`config.mk`:
```
export PLATFORM = sky130hd
export DESIGN_NAME = bip_control_unit
export DESIGN_NICKNAME = d
export VERILOG_FILES = /design/src/rtl/bip_control_unit.sv
export SDC_FILE = /design/constraint.sdc
export NUM_CORES = 1
export LEC_CHECK = 0
export ABC_AREA = 1
export CORE_MARGIN = 2
export CORE_UTILIZATION = 30
export DETAILED_ROUTE_END_ITERATION = 7
export PLACE_DENSITY = 0.63
export RECOVER_POWER = 25
export SYNTH_ARGS = -nofsm -noshare
export SYNTH_HDL_FRONTEND = slang
export SYNTH_SLANG_ARGS = --single-unit
```
`constraint.sdc`:
```
create_clock -name clk -period 4.9 [get_ports clk]
set_clock_uncertainty 0.2 [all_clocks]
set_input_delay 0.735 -clock clk [delete_from_list [all_inputs] [get_ports clk]]
set_output_delay 0.735 -clock clk [all_outputs]
set_load 0.01 [all_outputs]
```
`src/rtl/bip_control_unit.sv`:
```
`default_nettype none
// ============================================================================
//  Module      : bip_control_unit
//  Description : Multi-cycle control unit for the BIP accumulator datapath.
//                Sequences FETCH / DECODE / EXEC / WB for each 16-bit
//                instruction {opcode, operand}, drives the accumulator mux,
//                ALU operation and data-memory strobes, and exposes a sticky
//                halt flag plus a saturating cycle counter for debug.
//  Revision    : 1.0 - initial release
// ============================================================================
module bip_control_unit #(
    parameter int PC_W  = 11,
    parameter int OPC_W = 5,
    parameter int CNT_W = 16
) (
    input  logic                  clk,
    input  logic                  rst_n,
    input  logic                  Enable,
    input  logic [OPC_W+PC_W-1:0] Instr_in,
    output logic [PC_W-1:0]       Pc_addr,
    output logic [PC_W-1:0]       Operand,
    output logic [1:0]            SelA,
    output logic                  SelB,
    output logic                  Op,
    output logic                  WrAcc,
    output logic                  WrRam,
    output logic                  RdRam,
    output logic                  Halted,
    output logic [CNT_W-1:0]      Cycle_count
);

    localparam int c_INSTR_W = OPC_W + PC_W;

    // FSM encoding
    localparam logic [2:0] c_ST_FETCH  = 3'd0;
    localparam logic [2:0] c_ST_DECODE = 3'd1;
    localparam logic [2:0] c_ST_EXEC   = 3'd2;
    localparam logic [2:0] c_ST_WB     = 3'd3;
    localparam logic [2:0] c_ST_HALT   = 3'd4;

    // Opcodes
    localparam logic [OPC_W-1:0] c_OPC_HLT  = OPC_W'(0);
    localparam logic [OPC_W-1:0] c_OPC_STO  = OPC_W'(1);
    localparam logic [OPC_W-1:0] c_OPC_LD   = OPC_W'(2);
    localparam logic [OPC_W-1:0] c_OPC_LDI  = OPC_W'(3);
    localparam logic [OPC_W-1:0] c_OPC_ADD  = OPC_W'(4);
    localparam logic [OPC_W-1:0] c_OPC_ADDI = OPC_W'(5);
    localparam logic [OPC_W-1:0] c_OPC_SUB  = OPC_W'(6);
    localparam logic [OPC_W-1:0] c_OPC_SUBI = OPC_W'(7);

    // Accumulator input mux selections
    localparam logic [1:0] c_SEL_MEM = 2'b00;
    localparam logic [1:0] c_SEL_IMM = 2'b01;
    localparam logic [1:0] c_SEL_ALU = 2'b10;

    localparam logic [CNT_W-1:0] c_CNT_MAX = {CNT_W{1'b1}};

    typedef struct packed {
        logic [1:0] sel_a;
        logic       sel_b;
        logic       op;
        logic       rd_ram;
        logic       wr_ram;
        logic       wr_acc;
    } ctrl_t;

    // Control word for one opcode; unknown opcodes decode as NOP (all zero)
    function automatic ctrl_t f_decode(input logic [OPC_W-1:0] opc);
        ctrl_t c;
        c = '0;
        case (opc)
            c_OPC_STO: begin
                c.wr_ram = 1'b1;
            end
            c_OPC_LD: begin
                c.sel_a  = c_SEL_MEM;
                c.rd_ram = 1'b1;
                c.wr_acc = 1'b1;
            end
            c_OPC_LDI: begin
                c.sel_a  = c_SEL_IMM;
                c.wr_acc = 1'b1;
            end
            c_OPC_ADD: begin
                c.sel_a  = c_SEL_ALU;
                c.rd_ram = 1'b1;
                c.wr_acc = 1'b1;
            end
            c_OPC_ADDI: begin
                c.sel_a  = c_SEL_ALU;
                c.sel_b  = 1'b1;
                c.wr_acc = 1'b1;
            end
            c_OPC_SUB: begin
                c.sel_a  = c_SEL_ALU;
                c.op     = 1'b1;
                c.rd_ram = 1'b1;
                c.wr_acc = 1'b1;
            end
            c_OPC_SUBI: begin
                c.sel_a  = c_SEL_ALU;
                c.sel_b  = 1'b1;
                c.op     = 1'b1;
                c.wr_acc = 1'b1;
            end
            default: c = '0;
        endcase
        return c;
    endfunction

    logic [2:0]           r_state;
    logic [PC_W-1:0]      r_pc;
    logic [c_INSTR_W-1:0] r_ir;
    logic                 r_halted;
    logic                 r_rd_ram;
    logic                 r_wr_ram;
    logic                 r_wr_acc;
    logic [CNT_W-1:0]     r_cycle_count;

    logic [2:0]           w_state_nxt;
    logic [PC_W-1:0]      w_pc_nxt;
    logic [c_INSTR_W-1:0] w_ir_nxt;
    logic                 w_halted_nxt;
    logic                 w_rd_ram_nxt;
    logic                 w_wr_ram_nxt;
    logic                 w_wr_acc_nxt;
    logic [CNT_W-1:0]     w_cycle_count_nxt;

    logic [OPC_W-1:0]     w_instr_opc;
    logic [OPC_W-1:0]     w_ir_opc;
    logic [OPC_W-1:0]     w_dec_opc;
    ctrl_t                w_dec;
    logic                 w_active;

    assign w_instr_opc = Instr_in[c_INSTR_W-1 -: OPC_W];
    assign w_ir_opc    = r_ir[c_INSTR_W-1 -: OPC_W];

    // While decoding, the fresh word from program memory is the one that
    // matters (it sets up the EXEC strobes); afterwards the latched IR is.
    assign w_dec_opc = (r_state == c_ST_DECODE) ? w_instr_opc : w_ir_opc;
    assign w_dec     = f_decode(w_dec_opc);

    // Datapath controls are only meaningful while an instruction is in
    // EXEC or WB; everywhere else they sit at zero.
    assign w_active = (r_state == c_ST_EXEC) || (r_state == c_ST_WB);

    // Next-state, next-strobe and counter logic
    always_comb begin
        w_state_nxt       = r_state;
        w_pc_nxt          = r_pc;
        w_ir_nxt          = r_ir;
        w_halted_nxt      = r_halted;
        w_rd_ram_nxt      = 1'b0;
        w_wr_ram_nxt      = 1'b0;
        w_wr_acc_nxt      = 1'b0;
        w_cycle_count_nxt = r_cycle_count;

        case (r_state)
            c_ST_FETCH: begin
                if (Enable) begin
                    w_state_nxt = c_ST_DECODE;
                end
            end
            c_ST_DECODE: begin
                w_ir_nxt = Instr_in;
                if (w_instr_opc == c_OPC_HLT) begin
                    w_state_nxt  = c_ST_HALT;
                    w_halted_nxt = 1'b1;
                end else begin
                    w_state_nxt  = c_ST_EXEC;
                    w_rd_ram_nxt = w_dec.rd_ram;
                    w_wr_ram_nxt = w_dec.wr_ram;
                end
            end
            c_ST_EXEC: begin
                w_state_nxt  = c_ST_WB;
                w_wr_acc_nxt = w_dec.wr_acc;
            end
            c_ST_WB: begin
                w_pc_nxt    = r_pc + PC_W'(1);
                w_state_nxt = c_ST_FETCH;
            end
            c_ST_HALT: begin
                w_halted_nxt = 1'b1;
            end
            default: begin
                w_state_nxt = c_ST_FETCH;
            end
        endcase

        // Count every clock outside HALT, stalls included; stick at max.
        if ((r_state != c_ST_HALT) && (r_cycle_count != c_CNT_MAX)) begin
            w_cycle_count_nxt = r_cycle_count + CNT_W'(1);
        end
    end

    // State, PC, IR, strobes and counter registers with synchronous reset
    always_ff @(posedge clk) begin
        if (!rst_n) begin
            r_state       <= c_ST_FETCH;
            r_pc          <= '0;
            r_ir          <= '0;
            r_halted      <= 1'b0;
            r_rd_ram      <= 1'b0;
            r_wr_ram      <= 1'b0;
            r_wr_acc      <= 1'b0;
            r_cycle_count <= '0;
        end else begin
            r_state       <= w_state_nxt;
            r_pc          <= w_pc_nxt;
            r_ir          <= w_ir_nxt;
            r_halted      <= w_halted_nxt;
            r_rd_ram      <= w_rd_ram_nxt;
            r_wr_ram      <= w_wr_ram_nxt;
            r_wr_acc      <= w_wr_acc_nxt;
            r_cycle_count <= w_cycle_count_nxt;
        end
    end

    assign Pc_addr     = r_pc;
    assign Operand     = w_active ? r_ir[PC_W-1:0] : '0;
    assign SelA        = w_active ? w_dec.sel_a : 2'b00;
    assign SelB        = w_active & w_dec.sel_b;
    assign Op          = w_active & w_dec.op;
    assign WrAcc       = r_wr_acc;
    assign WrRam       = r_wr_ram;
    assign RdRam       = r_rd_ram;
    assign Halted      = r_halted;
    assign Cycle_count = r_cycle_count;

endmodule
`default_nettype wire

```
==> metrics.md, run 1 <==
| Metric | Value |
|---|---|
| Status | `finished, final reports clean` |
| Clock Path Buffers | `2` |
| Commonest non-fill, non-tap cell in the layout | `nand2_1` |
| Worst Path Max Fanout | `29` |
| Reg power frac | `55.8%` |
| Wire length per cell | `10.9 um` |
| Pwr dens | `245 nW/um^2` |
| Buf/Inv on CP | `3` |
| Nets@finish | `422` |
| Int Power | `0.576 mW` |
| Fin Setup TNS | `0 ns` |
| PortBufs | `64` |
| DR iter-0 viols | `between 70 and 80` |
| Max Cap Viol | `0` |
| Worst-Margin Slew | `between 1 and 1.5 ns` |
| GR Overflow Total | `0` |
| # Post-CTS Setup Buffers | `0` |
| Relative slew slack | `15.1%` |
| Fin area | `3190 um^2` |
| Die W | `93.6 um` |
| Post-synthesis area per instance | `7.09 um^2` |
| Placed inst area | `3120 um^2` |
| Clock root cell | `clkbuf_8` |
| Post-Syn Nets | `361` |
| Routability congestion estimate | `approximately 0.77` |
| Placed Cells | `496` |
| Number of synthesis warnings | `0` |
| Clk slew on worst S/H paths | `approximately 0.08 ns` |
| Final Hold Vio Count | `0` |
| DRT Pass-1 Iters | `5` |
| Largest net degree at the start of global routing | `34` |
| Antenna violations before repair | `0` |
| Comb pwr share | `15.4%` |
| Hold slack | `0.256 ns` |
| Element type at the critical path start | `primary input` |
| Critical Path RT | `slightly below 5 ns` |
| Mapped Area | `roughly 2400 um^2` |
| Skew-Pair Late Insertion Delay | `0.30 ns` |
| Critical path class | `in -> reg` |
| Fmax | `about 0.27 GHz` |
| Clock sinks | `50` |
| Final period utilization | `75.0%` |
| CTS Hold Bufs | `0` |
| Post_cts resized | `0` |
| Worst min path class | `reg -> reg` |
| Primary FF master, synth | `dfxtp_1` |
| Critical path cell sequence | `dlygate4sd3_1 -> clkbuf_1 -> clkinv_1 -> nor2_2 -> nand3_1 -> nor3_2` |
| Clock network power share | `28.7%` |
| Global-route wire length before repair | `~9600 um` |
| Switching portion of total power | `26.4%` |
| Mapped Cells | `340` |
| Post-layout min period | `3.67 ns` |
| DRC viols | `0` |
| Starting Density | `31.0%` |
| RSZ-0062 raised after global routing | `false` |
| WL final | `5500 um` |
| HPWL after detailed placement | `4000 um` |
| CP max stage cell | `clkinv_1` |
| Worst Setup End Kind | `flip-flop` |
| Antenna cells | `0` |
| Die ar. | `8770 um^2` |
| CTS tree | `built` |
| I/O pin count | `65` |
| GRT Util Overall | `13.3%` |
| Row count | `32` |
| Leak | `1.19 nW` |
| Htree depth | `2` |
| Most frequent cells in the layout | `nand2_1, clkdlybuf4s50_1, nor2_1, dfxtp_1, inv_1` |
| P_sw | `0.206 mW` |
| Finished Layout Cells | `roughly 500` |
| Core footprint | `7770 um^2` |
| Async SR Flop Fraction | `0%` |
| Seq/Total Area, Yosys | `41.5%` |
| Area Overhead vs Synth | `32.5%` |
| Vias in the first global route | `2166` |
| Maximum single-stage delay on the critical path | `~0.95 ns` |
| Layout cells sized above 1 | `8.23%` |
| Final setup violating endpoints | `0` |
| Num CTS Buffers | `5` |
| Vert. Die Dim | `93.6 um` |
| VDD IR-drop max | `roughly 150 uV` |
| Drt via density | `4.47` |
| EDFF count, synth | `0` |
| Unique masters post-synth | `33` |
| Antenna Nets Post-Route | `0` |
| DR vias | `2250` |
| CP arrival | `around 3.7 ns` |
| CP top delay family | `buffers and inverters` |
| Slew Viols, Final | `0` |
| #FFs+latches synth | `50` |
[state kept, by name, summed over array words and instances, names as in the netlist]
| name | flops |
|---|---|
| Pc_addr | 11 |
| Cycle_count | 16 |
| r_ir | 16 |
| r_state | 3 |
| WrRam | 1 |
| RdRam | 1 |
| WrAcc | 1 |
| Halted | 1 |
[per-layer routing]
metal  GRT usage, %  routed length (um)  vias to the layer above
li1               -                   -                     1194
met1           17.6                2710                      991
met2           21.3                2390                       58
met3           4.35                 353                        7
met4           2.42                  48                        0
met5              0                   0                        -
[path summary, 6_finish.rpt]
check                           cells after the start        endpoint  slack, ns            from
worst min-delay path                                2         r_ir[5]       0.26         r_ir[5]
worst max-delay path                                6           WrRam       1.23           rst_n
worst max register to register                      9  Cycle_count[2]       2.92  Cycle_count[1]
worst min register to register                      2         r_ir[5]       0.26         r_ir[5]
[worst reg2reg max path, delay by kind of cell, from the launching register on]
kind,cells,cell delay (ns)
adder cells (fa/ha/maj),1,0.28
AO/OA/AOI/OAI,2,0.50
buffers and inverters,1,0.08
flip-flops,1,0.40
AND/OR/NAND/NOR,5,0.48
[cell usage after synthesis (2+ instances only)]
cell | count | area [um^2]
a21oi_1 | 28 | 140
buf_1 | 2 | 7.51
buf_6 | 3 | 33.8
clkbuf_1 | 5 | 18.8
dfxtp_1 | 50 | 1000
ha_1 | 2 | 25.0
inv_1 | 44 | 165
inv_2 | 4 | 15.0
nand2_1 | 64 | 240
nand2_2 | 4 | 25.0
nand3_1 | 19 | 95.1
nand4_1 | 3 | 18.8
nor2_1 | 51 | 191
nor2_2 | 6 | 37.5
nor2_4 | 2 | 22.5
nor3_1 | 5 | 25.0
nor3_2 | 3 | 30.0
o21ai_0 | 17 | 85.1
o21ai_1 | 3 | 15.0
o21ai_2 | 5 | 43.8
o21bai_1 | 2 | 15.0
xnor2_1 | 5 | 43.8
xor2_1 | 3 | 26.3
[power groups by stage]
stage | combinational [mW] | sequential, mW | clock, mW
after floorplan | 0.0791 | 0.446 | 0
after global placement | 0.121 | 0.446 | 0
after detailed placement | 0.122 | 0.446 | 0
after CTS | 0.122 | 0.437 | 0.237
after global routing | 0.138 | 0.439 | 0.246
final | 0.121 | 0.436 | 0.225
[cell families after synthesis]
kind of cell	after synthesis	synth area share (%)
compound gates	57	13.0
flops	50	41.5
fa+ha+maj	2	1.04
simple gates	163	31.2
xor+xnor	8	2.91
buf+inv	60	10.3
[cell type report]
class	instances	area, um^2
Clock buffer	7	76.3
Fill cell	809	4570
Inverter	49	184
Multi-Input combinational cell	230	1160
Sequential cell	50	1000
Tap cell	102	128
Timing Repair Buffer	65	644
[through the flow]
stage / worst slack, ns / util [%] / power (mW)
after CTS: 1.54 / 41.2 / 0.796
after global placement: 1.62 / 40.2 / 0.567
after floorplan: 2.51 / - / 0.525
final: 1.23 / 41.1 / 0.782
after detailed placement: 1.58 / 40.2 / 0.568
after global routing: 0.814 / 41.1 / 0.823
Power figures use the tool's default switching activity.
==> run 2: changes to the inputs <==
==> constraint.sdc (replaced) <==
create_clock -name clk -period 3.42 [get_ports clk]
set_clock_uncertainty 0.2 [all_clocks]
set_input_delay 0.513 -clock clk [delete_from_list [all_inputs] [get_ports clk]]
set_output_delay 0.513 -clock clk [all_outputs]
set_load 0.01 [all_outputs]
==> run 2 against run 1 <==
Effect of this change:
- sequential share of layout area decreased by 0.34 points
- clock-buffer cell count decreased by 2
- global-route usage increased by 0.12 points
- largest power group unchanged
- highest routed layer unchanged
==> metrics.md, run 2 (synthesis gave the netlist of run 1 again) <==
| Metric | Value |
|---|---|
| Vias in the first global route | `2132` |
| Layout cells sized above 1 | `about 8.4%` |
| Vert. Die Dim | `93.6 um` |
| Post_cts resized | `0` |
| GRT Util Overall | `13.4%` |
| Htree depth | `2` |
| Placed Cells | `497` |
| Skew-Pair Late Insertion Delay | `0.31 ns` |
| Comb pwr share | `14.1%` |
| Drt via density | `4.41` |
| Antenna cells | `0` |
| Maximum single-stage delay on the critical path | `0.54 ns` |
| Final period utilization | `90.8%` |
| Fin Setup TNS | `0 ns` |
| # fillers | `831` |
| RSZ-0062 raised after global routing | `false` |
| Finished Layout Cells | `505` |
| Die ar. | `8770 um^2` |
| Reg power frac | `50.9%` |
| DR iter-0 viols | `62` |
| CP max stage cell | `clkdlybuf4s50_1` |
| Final Hold Vio Count | `0` |
| DR vias | `2225` |
| Int Power | `0.904 mW` |
| Fmax | `~0.32 GHz` |
| Clock root cell | `clkbuf_8` |
| Worst Setup End Kind | `primary output` |
| Status | `finished, final reports clean` |
| Commonest non-fill, non-tap cell in the layout | `nand2_1` |
| Die W | `93.6 um` |
| HPWL after detailed placement | `around 4100 um` |
| Antenna Nets Post-Route | `0` |
| Pwr dens | `381 nW/um^2` |
| Global-route wire length before repair | `9590 um` |
| Critical path class | `reg -> out` |
| Buf/Inv on CP | `2` |
| Slew Viols, Final | `0` |
| WL final | `5610 um` |
| Max Cap Viol | `0` |
| Post-layout min period | `3.10 ns` |
| Power Total | `1.23 mW` |
| Clock network power share | `35.0%` |
| Nets@finish | `423` |
| Num CTS Buffers | `5` |
| CTS Hold Bufs | `0` |
| # Post-CTS Setup Buffers | `0` |
| Area Overhead vs Synth | `34.0%` |
| DRT Pass-1 Iters | `4` |
| GR Overflow Total | `0` |
| Leak | `1.22 nW` |
| Routability congestion estimate | `0.774` |
| Row count | `32` |
| I/O pin count | `65` |
| Critical path cell sequence | `nand3_4 -> o21ai_1 -> nand2_2 -> nor3_4 -> inv_2 -> nor2_1 -> clkdlybuf4s50_1` |
| Worst-Margin Slew | `1.29 ns` |
| Starting Density | `31.0%` |
| Element type at the critical path start | `flip-flop` |
| CTS tree | `built` |
| Critical Path RT | `2.71 ns` |
| Switching portion of total power | `26.5%` |
| Relative slew slack | `a little over an eighth` |
| Clock Path Buffers | `2` |
| DRC viols | `0` |
| Largest net degree at the start of global routing | `34` |
| Core footprint | `7770 um^2` |
| Most frequent cells in the layout | `nand2_1, clkdlybuf4s50_1, nor2_1, dfxtp_1, inv_1` |
| Wire length per cell | `11.1 um` |
| PortBufs | `64` |
| VDD IR-drop max | `223 uV` |
| Worst Path Max Fanout | `33` |
| CP arrival | `about 2.4 ns` |
| P_sw | `0.325 mW` |
| Clock sinks | `50` |
| Worst min path class | `reg -> reg` |
| Antenna violations before repair | `0` |
| Final setup violating endpoints | `0` |
| CP top delay family | `simple AND/OR/NAND/NOR gates` |
| Clk slew on worst S/H paths | `0.10 ns` |
==> run 2: cell count changes in the layout (fill, tap and decap cells not counted) <==
cell | before | now
clkbuf_1 | 3 | 1
o21ai_2 | 5 | 4
buf_4 | 0 | 1
nor2_1 | 51 | 53
inv_6 | 0 | 1
bufinv_16 | 0 | 1
o21ai_0 | 17 | 18
nor2_2 | 6 | 4
clkinv_2 | 0 | 1
==> run 2: per-stage QoR <==
stage	utilization (%)	instance area, um^2	setup slack [ns]	hold WS [ns]
5_1_grt	41.6	3230	0.0543	0.286
3_5_place_dp	40.3	3130	0.564	0.244
6_report	41.6	3230	0.316	0.259
3_3_place_gp	40.3	3130	0.592	0.238
2_1_floorplan	-	2410	1.41	0.230
4_1_cts	41.7	3240	0.281	0.260
==> run 2: power groups by stage <==
stage	sequential, mW	clock (mW)	combinational [mW]
final	0.626	0.430	0.173
after global routing	0.629	0.467	0.197
after global placement	0.638	0	0.173
after floorplan	0.639	0	0.113
after detailed placement	0.639	0	0.177
after CTS	0.626	0.448	0.178
==> run 2: worst paths after layout <==
check            startpoint        endpoint  slack (ns)  cells past startpoint
max              r_state[0]              Op        0.32                      7
min                  Halted          Halted        0.26                      2
max reg2reg  Cycle_count[1]  Cycle_count[2]        1.40                      9
min reg2reg          Halted          Halted        0.26                      2
==> run 2: area by class of cell <==
cell class / instances / area (um^2) / area share [%]
multi-input cells: 230 / 1150 / 35.7
flip-flops and latches: 50 / 1000 / 31.0
repair buffers: 66 / 652 / 20.2
inverters: 49 / 184 / 5.70
well taps: 102 / 128 / 3.95
clock buffers: 5 / 68.8 / 2.13
clock inverters: 3 / 43.8 / 1.36
==> run 2: per-layer routing <==
layer,vias up,share of wire [%],wire (um),track usage (%)
met5,-,0,0,0
met4,0,0.59,33,2.54
met3,5,6.2,349,3.63
met2,60,43,2430,21.5
met1,970,50,2800,18.2
li1,1190,-,-,-
==> run 2: tightest hold or removal path: cells and delay by family (launching register included) <==
| family | cells | cell delay, ns |
|---|---|---|
| flops | 1 | 0.32 |
| buf+inv | 1 | 0.05 |
| compound gates | 1 | 0.05 |
==> run 3: changes to the inputs <==
--- a/config.mk
+++ b/config.mk
@@ -6,10 +6,12 @@
 export NUM_CORES = 1
 export LEC_CHECK = 0
 export ABC_AREA = 1
+export CELL_PAD_IN_SITES_DETAIL_PLACEMENT = 2
+export CELL_PAD_IN_SITES_GLOBAL_PLACEMENT = 2
 export CORE_MARGIN = 2
-export CORE_UTILIZATION = 30
+export CORE_UTILIZATION = 26
 export DETAILED_ROUTE_END_ITERATION = 7
-export PLACE_DENSITY = 0.63
+export PLACE_DENSITY = 0.88
 export RECOVER_POWER = 25
 export SYNTH_ARGS = -nofsm -noshare
 export SYNTH_HDL_FRONTEND = slang
==> run 3 against run 2 <==
Effect of this change:
- total power grew 0.46%
- non-clock buffer count unchanged
- global-route usage rose by 1.8 points
- clock-buffer cell count rose by 1
- worst setup slack worse by 0.056 ns
- critical path depth decreased by 2
- flip-flop and latch count did not move
- die area is 15% higher
- first-iteration DRC count shrank 40%
- sequential power is essentially flat
- fmax fell by 1.8%
- final cell count increased by 1.6%
==> metrics.md, run 3 (synthesis gave the netlist of run 1 again) <==
| Metric | Value |
|---|---|
| Int Power | `0.917 mW` |
| Fin area | `roughly 3200 um^2` |
| # fillers | `1090` |
| GR Overflow Total | `0` |
| Clock Path Buffers | `2` |
| Clk slew on worst S/H paths | `0.09 ns` |
| Routability congestion estimate | `~0.76` |
| PortBufs | `64` |
| Most frequent cells in the layout | `nand2_1, clkdlybuf4s50_1, nor2_1, dfxtp_1, inv_1` |
| Worst min path class | `reg -> reg` |
| Reg power frac | `50.8%` |
| P_sw | `0.317 mW` |
| Antenna cells | `0` |
| Relative slew slack | `~16%` |
| Vias in the first global route | `2589` |
| Fin Setup TNS | `0 ns` |
| Max Cap Viol | `0` |
| Row count | `35` |
| Status | `finished, final reports clean` |
| Largest net degree at the start of global routing | `34` |
| Global-route wire length before repair | `12400 um` |
| Num CTS Buffers | `5` |
| Vert. Die Dim | `around 100 um` |
| Core footprint | `9110 um^2` |
| RSZ-0062 raised after global routing | `false` |
| DR vias | `2382` |
| Worst Setup End Kind | `primary output` |
| Post_cts resized | `0` |
| Commonest non-fill, non-tap cell in the layout | `nand2_1` |
| Area Overhead vs Synth | `34.3%` |
| Antenna violations before repair | `0` |
| Placed inst area | `about 3100 um^2` |
| Clock sinks | `50` |
| Final period utilization | `92.4%` |
| Slew Viols, Final | `0` |
| DRC viols | `0` |
| Clock network power share | `34.7%` |
| Critical Path RT | `2.71 ns` |
| Pwr dens | `381 nW/um^2` |
| Htree depth | `2` |
| WL final | `7250 um` |
| DR iter-0 viols | `37` |
| Worst-Margin Slew | `around 1.3 ns` |
| Multi-input gate area | `1150 um^2` |
| CTS Hold Bufs | `0` |
| Clock root cell | `clkbuf_8` |
| Final setup violating endpoints | `0` |
| DRT Pass-1 Iters | `4` |
| Final Hold Vio Count | `0` |
| Element type at the critical path start | `flip-flop` |
| Comb pwr share | `between 10% and 20%` |
| CTS tree | `built` |
| Worst Path Max Fanout | `33` |
| HPWL after detailed placement | `5560 um` |
| Fmax | `~0.32 GHz` |
| Seq. cell area | `1000 um^2` |
| Post-layout min period | `~3.2 ns` |
| Critical path class | `reg -> out` |
| Wire length per cell | `14.1 um` |
| Leak | `between 1 and 1.5 nW` |
| I/O pin count | `65` |
| CP arrival | `between 2 and 2.5 ns` |
| Nets@finish | `423` |
| GRT Util Overall | `15.2%` |
| VDD IR-drop max | `roughly 210 uV` |
| Skew-Pair Late Insertion Delay | `0.29 ns` |
| Switching portion of total power | `25.7%` |
| Drt via density | `4.64` |
| Starting Density | `between 20% and 30%` |
| Antenna Nets Post-Route | `0` |
| Layout cells sized above 1 | `8.21%` |
| # Post-CTS Setup Buffers | `0` |
| Die ar. | `10100 um^2` |
| Die W | `100 um` |
==> run 3: cell types whose count changed in the layout (fill, tap and decap cells not counted) <==
cell,change
clkbuf_8,+1
o21ai_0,+1
o21ai_2,-1
clkinv_2,-1
clkbuf_1,+1
nor2_1,-2
nor2_2,+2
buf_4,-1
inv_6,-1
==> run 3: worst paths after layout <==
| path | start | endpoint | slack (ns) | depth (start not counted) |
|---|---|---|---|---|
| worst min register to register | Halted | Halted | 0.26 | 2 |
| worst max-delay path | r_state[0] | SelA[0] | 0.26 | 5 |
| worst max register to register | Cycle_count[0] | Cycle_count[2] | 1.35 | 9 |
| worst min-delay path | Halted | Halted | 0.26 | 2 |
==> run 3: layer usage <==
metal	vias to the layer above	share of wire [%]	global-route usage, %
met4	0	0.055	2.00
met5	-	0	0
li1	1190	-	-
met3	2	3.7	3.34
met2	45	52	27.8
met1	1145	45	18.5
==> run 3: critical path, cell delays in order (launching register included) <==
cell and delay, ns:
dfxtp_1 0.47, nand3_4 0.33, o21ai_1 0.36, nand2_2 0.14
nor3b_1 0.28, clkdlybuf4s50_1 0.58
==> run 3: layout make-up <==
class,instances,area share (%)
tap,111,4.29
clock buffer,6,2.55
timing repair buffer,66,20.0
clock inverter,1,0.928
sequential,50,30.9
inverter,49,5.68
multi-input combinational,230,35.6
==> run 3: power groups by stage <==
stage          registers (mW)  logic (mW)  clock network (mW)
3_5_place_dp            0.641       0.186                   0
2_1_floorplan           0.639       0.113                   0
3_3_place_gp            0.639       0.177                   0
4_1_cts                 0.628       0.188               0.445
5_1_grt                 0.631       0.204               0.468
6_report                0.627       0.180               0.428
==> run 3: per-stage QoR <==
| step | std cells | setup slack, ns | hold slack [ns] | power, mW | utilization (%) |
|---|---|---|---|---|---|
| after floorplan | 340 | 1.41 | 0.230 | 0.752 | - |
| after global placement | 506 | 0.579 | 0.238 | 0.816 | 34.5 |
| after detailed placement | 506 | 0.461 | 0.250 | 0.828 | 34.5 |
| after CTS | 513 | 0.172 | 0.267 | 1.26 | 35.7 |
| after global routing | 513 | 0.0681 | 0.291 | 1.30 | 35.5 |
| final | 513 | 0.260 | 0.259 | 1.23 | 35.5 |
